===== src/rtl/alu_bitserial_if.sv =====
// ============================================================================
//  Module   : alu_bitserial_if
//  Purpose  : Request/response handshake bundle for the bit-serial ALU.
//  Revision : 1.0
// ============================================================================
`default_nettype none

interface alu_bitserial_if #(
    parameter int WIDTH = 32
);
    logic             in_valid;
    logic             in_ready;
    logic [WIDTH-1:0] a;
    logic [WIDTH-1:0] b;
    logic             ainv;
    logic             binv;
    logic [1:0]       op;
    logic             out_valid;
    logic             out_ready;
    logic [WIDTH-1:0] result;
    logic             zero;
    logic             cout;
    logic             overflow;

    modport master (
        output in_valid, a, b, ainv, binv, op, out_ready,
        input  in_ready, out_valid, result, zero, cout, overflow
    );

    modport slave (
        input  in_valid, a, b, ainv, binv, op, out_ready,
        output in_ready, out_valid, result, zero, cout, overflow
    );
endinterface

`default_nettype wire


===== src/rtl/alu_bitserial.sv =====
// ============================================================================
//  Module   : alu_bitserial
//  Purpose  : Bit-serial AND/OR/ADD/SLT ALU, one bit per cycle, LSB first.
//             Define ALU_SLT_SIGNED_FIX_EN for an overflow-correct signed SLT.
//  Revision : 1.0
// ============================================================================
`default_nettype none

module alu_bitserial #(
    parameter int WIDTH = 32
) (
    input  wire logic        clk,
    input  wire logic        rst,
    alu_bitserial_if.slave   bus
);

    localparam int              c_CNT_W = (WIDTH > 2) ? $clog2(WIDTH) : 1;
    localparam logic [c_CNT_W-1:0] c_LAST = c_CNT_W'(WIDTH - 1);

    typedef enum logic [1:0] {
        ST_IDLE = 2'd0,
        ST_RUN  = 2'd1,
        ST_FIN  = 2'd2,
        ST_DONE = 2'd3
    } state_t;

    state_t               state_q, state_d;
    logic [c_CNT_W-1:0]   cnt_q, cnt_d;
    logic [WIDTH-1:0]     a_q, a_d;
    logic [WIDTH-1:0]     b_q, b_d;
    logic                 ainv_q, ainv_d;
    logic                 binv_q, binv_d;
    logic [1:0]           op_q, op_d;
    logic                 carry_q, carry_d;
    logic                 set_q, set_d;
    logic [WIDTH-1:0]     result_q, result_d;
    logic                 zero_q, zero_d;
    logic                 cout_q, cout_d;
    logic                 overflow_q, overflow_d;
    logic                 in_ready_q, in_ready_d;
    logic                 out_valid_q, out_valid_d;

    // Single shared 1-bit slice, indexed by the bit counter
    logic w_ar;
    logic w_br;
    logic w_sum;
    logic w_co;
    logic w_bit;
    logic w_less;

    assign w_ar  = a_q[cnt_q] ^ ainv_q;
    assign w_br  = b_q[cnt_q] ^ binv_q;
    assign w_sum = w_ar ^ w_br ^ carry_q;
    assign w_co  = (w_ar & w_br) | (w_ar & carry_q) | (w_br & carry_q);

    always_comb begin
        w_bit = 1'b0;
        case (op_q)
            2'b00:   w_bit = w_ar & w_br;
            2'b01:   w_bit = w_ar | w_br;
            2'b10:   w_bit = w_sum;
            default: w_bit = 1'b0;
        endcase
    end

`ifdef ALU_SLT_SIGNED_FIX_EN
    assign w_less = set_q ^ overflow_q;
`else
    assign w_less = set_q;
`endif

    always_comb begin
        state_d     = state_q;
        cnt_d       = cnt_q;
        a_d         = a_q;
        b_d         = b_q;
        ainv_d      = ainv_q;
        binv_d      = binv_q;
        op_d        = op_q;
        carry_d     = carry_q;
        set_d       = set_q;
        result_d    = result_q;
        zero_d      = zero_q;
        cout_d      = cout_q;
        overflow_d  = overflow_q;
        in_ready_d  = in_ready_q;
        out_valid_d = out_valid_q;

        case (state_q)
            ST_IDLE: begin
                if (bus.in_valid) begin
                    a_d        = bus.a;
                    b_d        = bus.b;
                    ainv_d     = bus.ainv;
                    binv_d     = bus.binv;
                    op_d       = bus.op;
                    cnt_d      = '0;
                    carry_d    = bus.binv;
                    result_d   = '0;
                    in_ready_d = 1'b0;
                    state_d    = ST_RUN;
                end
            end
            ST_RUN: begin
                result_d[cnt_q] = w_bit;
                carry_d         = w_co;
                if (cnt_q == c_LAST) begin
                    cout_d     = w_co;
                    overflow_d = carry_q ^ w_co;
                    set_d      = w_sum;
                    state_d    = ST_FIN;
                end else begin
                    cnt_d = cnt_q + 1'b1;
                end
            end
            ST_FIN: begin
                // SLT wrote zeros during RUN; only bit 0 carries the answer
                if (op_q == 2'b11) begin
                    result_d[0] = w_less;
                end
                zero_d      = (result_d == '0);
                out_valid_d = 1'b1;
                state_d     = ST_DONE;
            end
            ST_DONE: begin
                if (bus.out_ready) begin
                    out_valid_d = 1'b0;
                    in_ready_d  = 1'b1;
                    state_d     = ST_IDLE;
                end
            end
            default: begin
                state_d = ST_IDLE;
            end
        endcase
    end

    always_ff @(posedge clk) begin
        if (rst) begin
            state_q     <= ST_IDLE;
            cnt_q       <= '0;
            a_q         <= '0;
            b_q         <= '0;
            ainv_q      <= 1'b0;
            binv_q      <= 1'b0;
            op_q        <= 2'b00;
            carry_q     <= 1'b0;
            set_q       <= 1'b0;
            result_q    <= '0;
            zero_q      <= 1'b0;
            cout_q      <= 1'b0;
            overflow_q  <= 1'b0;
            in_ready_q  <= 1'b1;
            out_valid_q <= 1'b0;
        end else begin
            state_q     <= state_d;
            cnt_q       <= cnt_d;
            a_q         <= a_d;
            b_q         <= b_d;
            ainv_q      <= ainv_d;
            binv_q      <= binv_d;
            op_q        <= op_d;
            carry_q     <= carry_d;
            set_q       <= set_d;
            result_q    <= result_d;
            zero_q      <= zero_d;
            cout_q      <= cout_d;
            overflow_q  <= overflow_d;
            in_ready_q  <= in_ready_d;
            out_valid_q <= out_valid_d;
        end
    end

    assign bus.in_ready  = in_ready_q;
    assign bus.out_valid = out_valid_q;
    assign bus.result    = result_q;
    assign bus.zero      = zero_q;
    assign bus.cout      = cout_q;
    assign bus.overflow  = overflow_q;

endmodule

`default_nettype wire


===== src/flat_wrapper.sv =====
// flat-port wrapper written by rule: the top's interface ports become plain ports
module alu_bitserial_flat 
#(
    parameter int WIDTH = 32
)
  (clk, rst, bus_in_valid, bus_a, bus_b, bus_ainv, bus_binv, bus_op, bus_out_ready, bus_in_ready, bus_out_valid, bus_result, bus_zero, bus_cout, bus_overflow);
  alu_bitserial_if #(.WIDTH(WIDTH)) bus_i ();
  input  wire logic clk;
  input  wire logic rst;
  input wire logic [$bits(bus_i.in_valid)-1:0] bus_in_valid;
  input wire logic [$bits(bus_i.a)-1:0] bus_a;
  input wire logic [$bits(bus_i.b)-1:0] bus_b;
  input wire logic [$bits(bus_i.ainv)-1:0] bus_ainv;
  input wire logic [$bits(bus_i.binv)-1:0] bus_binv;
  input wire logic [$bits(bus_i.op)-1:0] bus_op;
  input wire logic [$bits(bus_i.out_ready)-1:0] bus_out_ready;
  output wire logic [$bits(bus_i.in_ready)-1:0] bus_in_ready;
  output wire logic [$bits(bus_i.out_valid)-1:0] bus_out_valid;
  output wire logic [$bits(bus_i.result)-1:0] bus_result;
  output wire logic [$bits(bus_i.zero)-1:0] bus_zero;
  output wire logic [$bits(bus_i.cout)-1:0] bus_cout;
  output wire logic [$bits(bus_i.overflow)-1:0] bus_overflow;
  assign bus_i.in_valid = bus_in_valid;
  assign bus_i.a = bus_a;
  assign bus_i.b = bus_b;
  assign bus_i.ainv = bus_ainv;
  assign bus_i.binv = bus_binv;
  assign bus_i.op = bus_op;
  assign bus_i.out_ready = bus_out_ready;
  assign bus_in_ready = bus_i.in_ready;
  assign bus_out_valid = bus_i.out_valid;
  assign bus_result = bus_i.result;
  assign bus_zero = bus_i.zero;
  assign bus_cout = bus_i.cout;
  assign bus_overflow = bus_i.overflow;
  alu_bitserial #(.WIDTH(WIDTH)) u_core (.clk(clk), .rst(rst), .bus(bus_i));
endmodule

===== config.mk =====
export PLATFORM = sky130hd
export DESIGN_NAME = alu_bitserial_flat
export DESIGN_NICKNAME = d
export VERILOG_FILES = /design/src/rtl/alu_bitserial_if.sv /design/src/rtl/alu_bitserial.sv /design/src/flat_wrapper.sv
export SDC_FILE = /design/constraint.sdc
export NUM_CORES = 1
export LEC_CHECK = 0
export CAP_MARGIN = 30
export CORE_ASPECT_RATIO = 2
export CORE_MARGIN = 3
export CORE_UTILIZATION = 52
export CTS_CLUSTER_SIZE = 20
export DETAILED_ROUTE_END_ITERATION = 7
export GPL_TIMING_DRIVEN = 0
export PLACE_DENSITY = 0.82
export SLEW_MARGIN = 20
export SYNTH_ARGS = -nofsm -noshare
export SYNTH_HDL_FRONTEND = slang
export SYNTH_SLANG_ARGS = --single-unit
export TNS_END_PERCENT = 30

===== constraint.sdc =====
create_clock -name clk -period 4.4 [get_ports clk]
set_clock_uncertainty 0.15 [all_clocks]
set_input_delay 0.88 -clock clk [delete_from_list [all_inputs] [get_ports clk]]
set_output_delay 0.88 -clock clk [all_outputs]
set_load 0.005 [all_outputs]

## Word level (Yosys, flattened, before mapping)

Index checks and enable logic that the tools add are counted.
Widths: inputs -> output; s select.

- Word-level logic and storage cells: 84
- Output and inout bits: 37
- Flip-flop bits (word level): 114

- Equality and inequality tests: 11
- Add/sub/neg operators: 1
- Reductions and logical operators: 16
- Order comparisons: 2
- Mux-type cells: 27
- Bitwise gates (word level): 11

Operators with widths:

| kind | count |
|---|---|
| $pmux 31 s2 | 1 |
| $bwmux 32 | 1 |
| $logic_not 32->1 | 1 |
| $mux 32 | 1 |
| $bmux 1 s5 | 2 |
| $mux 5 | 2 |
| $pmux 5 s2 | 1 |
| $reduce_and 2->1 | 5 |
| $mux 1 | 9 |
| $reduce_and 3->1 | 3 |
| $eq 2x2->1 const B | 4 |
| $pmux 2 s4 | 1 |
| $lt 5x6->1 const B | 1 |
| $mux 2 | 3 |
| $ne 2x2->1 const B | 3 |
| $pmux 1 s2 | 3 |
| $pmux 1 s3 | 2 |
| $reduce_bool 2->1 | 3 |
| $add 5x1->5 const B | 1 |
| $demux 1 s5 | 1 |
| $eq 5x5->1 const B | 1 |
| $ge 5x1->1 const B | 1 |
| $xor 1x1->1 | 5 |
| $eq 2x1->1 const B | 2 |
| other kinds (6) | 11 |

## Longest topological paths before layout

- Depth after elaboration: 8
- Depth in mapped cells: 13
- Depth with buffers taken out: 11

## Least setup slack after synthesis

OpenSTA, ideal clock, no wires.

- Path kind: reg-to-reg
- Start: register u_core.cnt_q[1]
- End: register u_core.result_q[25] (netlist: u_core.bus.result[25])
- Library setup time: 0.070 ns
- Data arrival time: 2.901 ns
- Slack: 1.278 ns
- Stages on the path, launching flop included: 12
- Path buffers: 2
- Cells stage by stage: dfxtp_1 > buf_6 > buf_4 > mux2_1 > a32oi_1 > o2111ai_2 > xor2_1 > fa_1 > nand3b_1 > a211oi_2 > nand2_1 > a21oi_1

- Longest elaborated chain between the ends: 8

RTL lines:

| what | line | RTL |
|---|---|---|
| from (decl) | alu_bitserial.sv:28 | `logic [c_CNT_W-1:0] cnt_q, cnt_d;` |
| from (signal assigned) | alu_bitserial.sv:157 | `cnt_q <= cnt_d;` |
| $bmux 1 s5, on equally long branches | alu_bitserial.sv:51, alu_bitserial.sv:52 |  |
| $mux 1, on equally long branches | alu_bitserial.sv:51, alu_bitserial.sv:52 |  |
| $xor 1x1->1, on equally long branches | alu_bitserial.sv:51, alu_bitserial.sv:52 |  |
| $xor 1x1->1 (*) (2 in series) | alu_bitserial.sv:53 | `assign w_sum = w_ar ^ w_br ^ carry_q;` |
| net u_core.w_sum | alu_bitserial.sv:46 | `logic w_sum;` |
| $pmux 1 s3 (*) | alu_bitserial.sv:58 | `case (op_q)` |
| $bwmux 32 (*) | alu_bitserial.sv:105 | `result_d[cnt_q] = w_bit;` |
| $pmux 31 s2 (*) | alu_bitserial.sv:89 | `case (state_q)` |
| to (signal assigned) | alu_bitserial.sv:165 | `result_q <= result_d;` |
| to (decl) | alu_bitserial.sv:36 | `logic [WIDTH-1:0] result_q, result_d;` |

The timed path passes the listed nets; every way through them passes the cells marked *. The select of a mux whose other input is x is not followed.
A chain may end at the register's enable or synchronous reset.

## Worst setup path in the final report

- Start: register u_core.cnt_q[1]
- End: register u_core.result_q[9] (netlist: u_core.bus.result[9])

The elaborated chain is that of the path after synthesis.

==> impl_metrics.csv <==
group,metric,value,unit
status,status,"finished clean",
synthesis,synth_seq_cells,114,
sta,setup_viol,0,
drt,ant_nets,0,
global_route,grt_pass1_vias,5722,
layout,syn_to_final_growth,34.2,%
sta,clock.fmax,247,MHz
drt,wl,17.1,mm
setup_path,arrival,4.24,ns
synthesis,syn_inst,671,
global_route,grt_max_degree,17,
clocking,clock-root-buffer,"clkbuf_16",
setup_path,endpoint_kind,"flop",
synthesis,ys_seq_area_frac,0.422,
sta,rsz0062_at_grt,"no",
layout,drive_gt1_frac,0.0680,
pwr,peakVddDrop,0.406,mV
synthesis,yosysWarnings,0,
synthesis,async_reset_ff_frac,0,
clocking,cts.sinks,114,
layout,final_cells,944,
drt,firstDrtPassIters,5,
place,globalplace.congestion,0.976,
setup_path,critical_path_required,4.58,ns
clocking,cts.path.max_buffers,2,
layout,multi_input_area,2860,um2
setup_path,crit_chain,"buf_6 > buf_2 > mux2i_1 > o22ai_1 > o21ai_1 > o2111ai_2 > xor2_1 > fa_1 > nand3b_1 > a211oi_2 > nand2_1 > a21oi_1",
clocking,cts_buffers,17,
setup_path,reg2reg_from,"u_core.cnt_q[1]",
clocking,clkTransAtPathRegs,0.05,ns
layout,final_cell_mix,"nand2_1 (178), dfxtp_1 (114), clkdlybuf4s50_1 (107)",
sta,min_period,4.05,ns
setup_path,critPathLaunch,"u_core.cnt_q[1]",
die,pin_count,109,
min_path,hp-start,"u_core.b_q[19]",
clocking,postCtsSetupRepairBufs,0,
synthesis,ys.flop_type,"dfxtp_1",
clocking,tritoncts,"yes",
die,die_height,150,um
die,fp.dieW,78.1,um
place,hpwlAfterDp,12.8,mm
sta,final.setup.tns,0,ns
setup_path,crit_path_max_fanout,10,
layout,fillers,842,
drt,drc,0,
clocking,ctsResizeCount,0,
place,post_dp_cell_area,6640,um2
layout,final-seq-area,2280,um2
sta,tightestPinTransition,0.869,ns
synthesis,synth_edf_count,0,
sta,maxSlewViolCount,0,
layout,diodes,0,
synthesis,yosysUniqueCellTypes,54,
global_route,grt_remaining_overflow,0,
clocking,clk_latency,0.42,ns
pwr,power_density,556,nW/um2
setup_path,crit_type,"flop to flop",
layout,final_area,7250,um2
layout,final_common_cell,"nand2_1",
sta,finalCritPeriodShare,0.921,
drt,wl_per_cell,18.1,um
clocking,cts_htree_levels,4,
place,port_buffers,107,
drt,vias_per_cell,5.84,
place,post-place-cells,913,
sta,finalHoldViolations,0,
setup_path,slowest_delay,0.82,ns
die,fp-row-count,52,
clocking,hold_buffers,0,
min_path,hold_path_class,"flop to flop",
synthesis,syn-cell-area,5400,um2
synthesis,synth_nets,756,
layout,finish.utilization,0.714,
sta,hold_slack,0.305,ns
die,die-area,11700,um2
drt,num_vias,5517,
global_route,grt_antenna_before_repair,0,
run,cap_violations,0,
drt,drt_iter0_drc,265,
sta,relSlewSlack,0.419,
layout,nets,882,
setup_path,critPathSlowestCell,"a211oi_2",
setup_path,cp-start-kind,"flop",
pwr,leakagePower,2.58,nW
synthesis,syn_area_per_cell,8.05,um2
global_route,track_usage,0.298,
global_route,grt_pass1_wl,26.9,mm
die,initial_core_util,0.532,
die,coreArea,10100,um2
==> synth_stat cells (3+ instances only) <==
cell type	count	area [um2]
nand2_1	178	668
dfxtp_1	114	2280
a21oi_1	106	531
clkbuf_1	32	120
mux2i_1	27	270
nor2_1	21	78.8
o21ai_1	20	100
o21a_1	17	128
o21ai_0	15	75.1
ha_1	12	150
inv_1	12	45.0
a21boi_0	10	75.1
o22ai_1	10	62.6
buf_2	7	35.0
nor3_1	7	35.0
nor4_1	7	43.8
nand2b_1	5	31.3
xnor2_1	5	43.8
a211oi_2	4	50.1
a21boi_1	4	30.0
nand3_1	4	20.0
a22oi_1	3	22.5
a32oi_1	3	26.3
buf_6	3	33.8
mux2_1	3	33.8
nand3b_1	3	22.5
nand4_1	3	18.8
or3b_1	3	26.3
==> layout make-up <==
class                      count  area share
buffer                        45      0.0286
clock buffer                  27      0.0708
clock inverter                 4      0.0131
inverter                      13     0.00673
multi-input combinational    499       0.395
sequential                   114       0.315
tap                          135      0.0233
timing repair buffer         107       0.148
==> metal layers <==
| metal | vias up | share of wire | global-route usage |
|---|---|---|---|
| met5 | - | 0 | 0 |
| met4 | 0 | 0.065 | 0.242 |
| met2 | 272 | 0.55 | 0.560 |
| met1 | 2600 | 0.33 | 0.267 |
| met3 | 80 | 0.057 | 0.0569 |
| li1 | 2565 | - | - |
==> state kept, by name, summed over array words and instances (netlist names) <==
signal	flops
u_core.cnt_q	5
u_core.bus.out_valid	1
u_core.carry_q	1
u_core.ainv_q	1
u_core.bus.cout	1
u_core.bus.overflow	1
u_core.bus.result	32
u_core.op_q	2
u_core.binv_q	1
u_core.set_q	1
u_core.state_q	2
u_core.a_q	32
u_core.bus.zero	1
u_core.bus.in_ready	1
u_core.b_q	32
==> worst max-delay path, delay by kind of cell, from the launching register on <==
family,cells,cell delay [ns]
AOI/OAI and AO/OA,5,1.47
DFF,1,0.38
buffers and inverters,2,0.51
xor gates and xnor gates,1,0.22
muxes,1,0.34
adders and majority gates,1,0.56
and+or+nand+nor,2,0.34
==> kinds of logic (layout without fill, tap and decap cells) <==
family / count (synthesis) / in the layout / share of synthesized area
muxes: 34 / 34 / 0.0688
xor gates and xnor gates: 7 / 7 / 0.0113
AOI/OAI and AO/OA: 203 / 203 / 0.223
adders and majority gates: 13 / 13 / 0.0315
DFF: 114 / 114 / 0.422
buffers and inverters: 58 / 196 / 0.0475
and+or+nand+nor: 242 / 242 / 0.196
==> worst paths after layout <==
kind	to	slack, ns	depth (start not counted)
worst max-delay path	u_core.bus.result[9]	0.35	12
worst min register to register	u_core.b_q[19]	0.31	2
worst min-delay path	u_core.b_q[19]	0.31	2
worst max register to register	u_core.bus.result[9]	0.35	12
==> per-stage QoR <==
stage | setup WS [ns] | total power, mW
after floorplan | 1.28 | 2.19
after global placement | 0.490 | 2.54
after detailed placement | 0.481 | 2.59
after CTS | 0.448 | 4.01
after global routing | 0.264 | 4.21
final | 0.347 | 4.03
==> report_power, final <==
| part | total (mW) | internal [mW] | leakage [nW] | switching (mW) |
|---|---|---|---|---|
| Clock | 1.42 | 0.961 | 0.298 | 0.458 |
| Sequential | 1.28 | 1.18 | 0.929 | 0.0995 |
| Combinational | 1.33 | 0.513 | 1.36 | 0.818 |
| Total | 4.03 | 2.66 | 2.58 | 1.38 |
No activity file was read; power rests on OpenSTA's default activity.
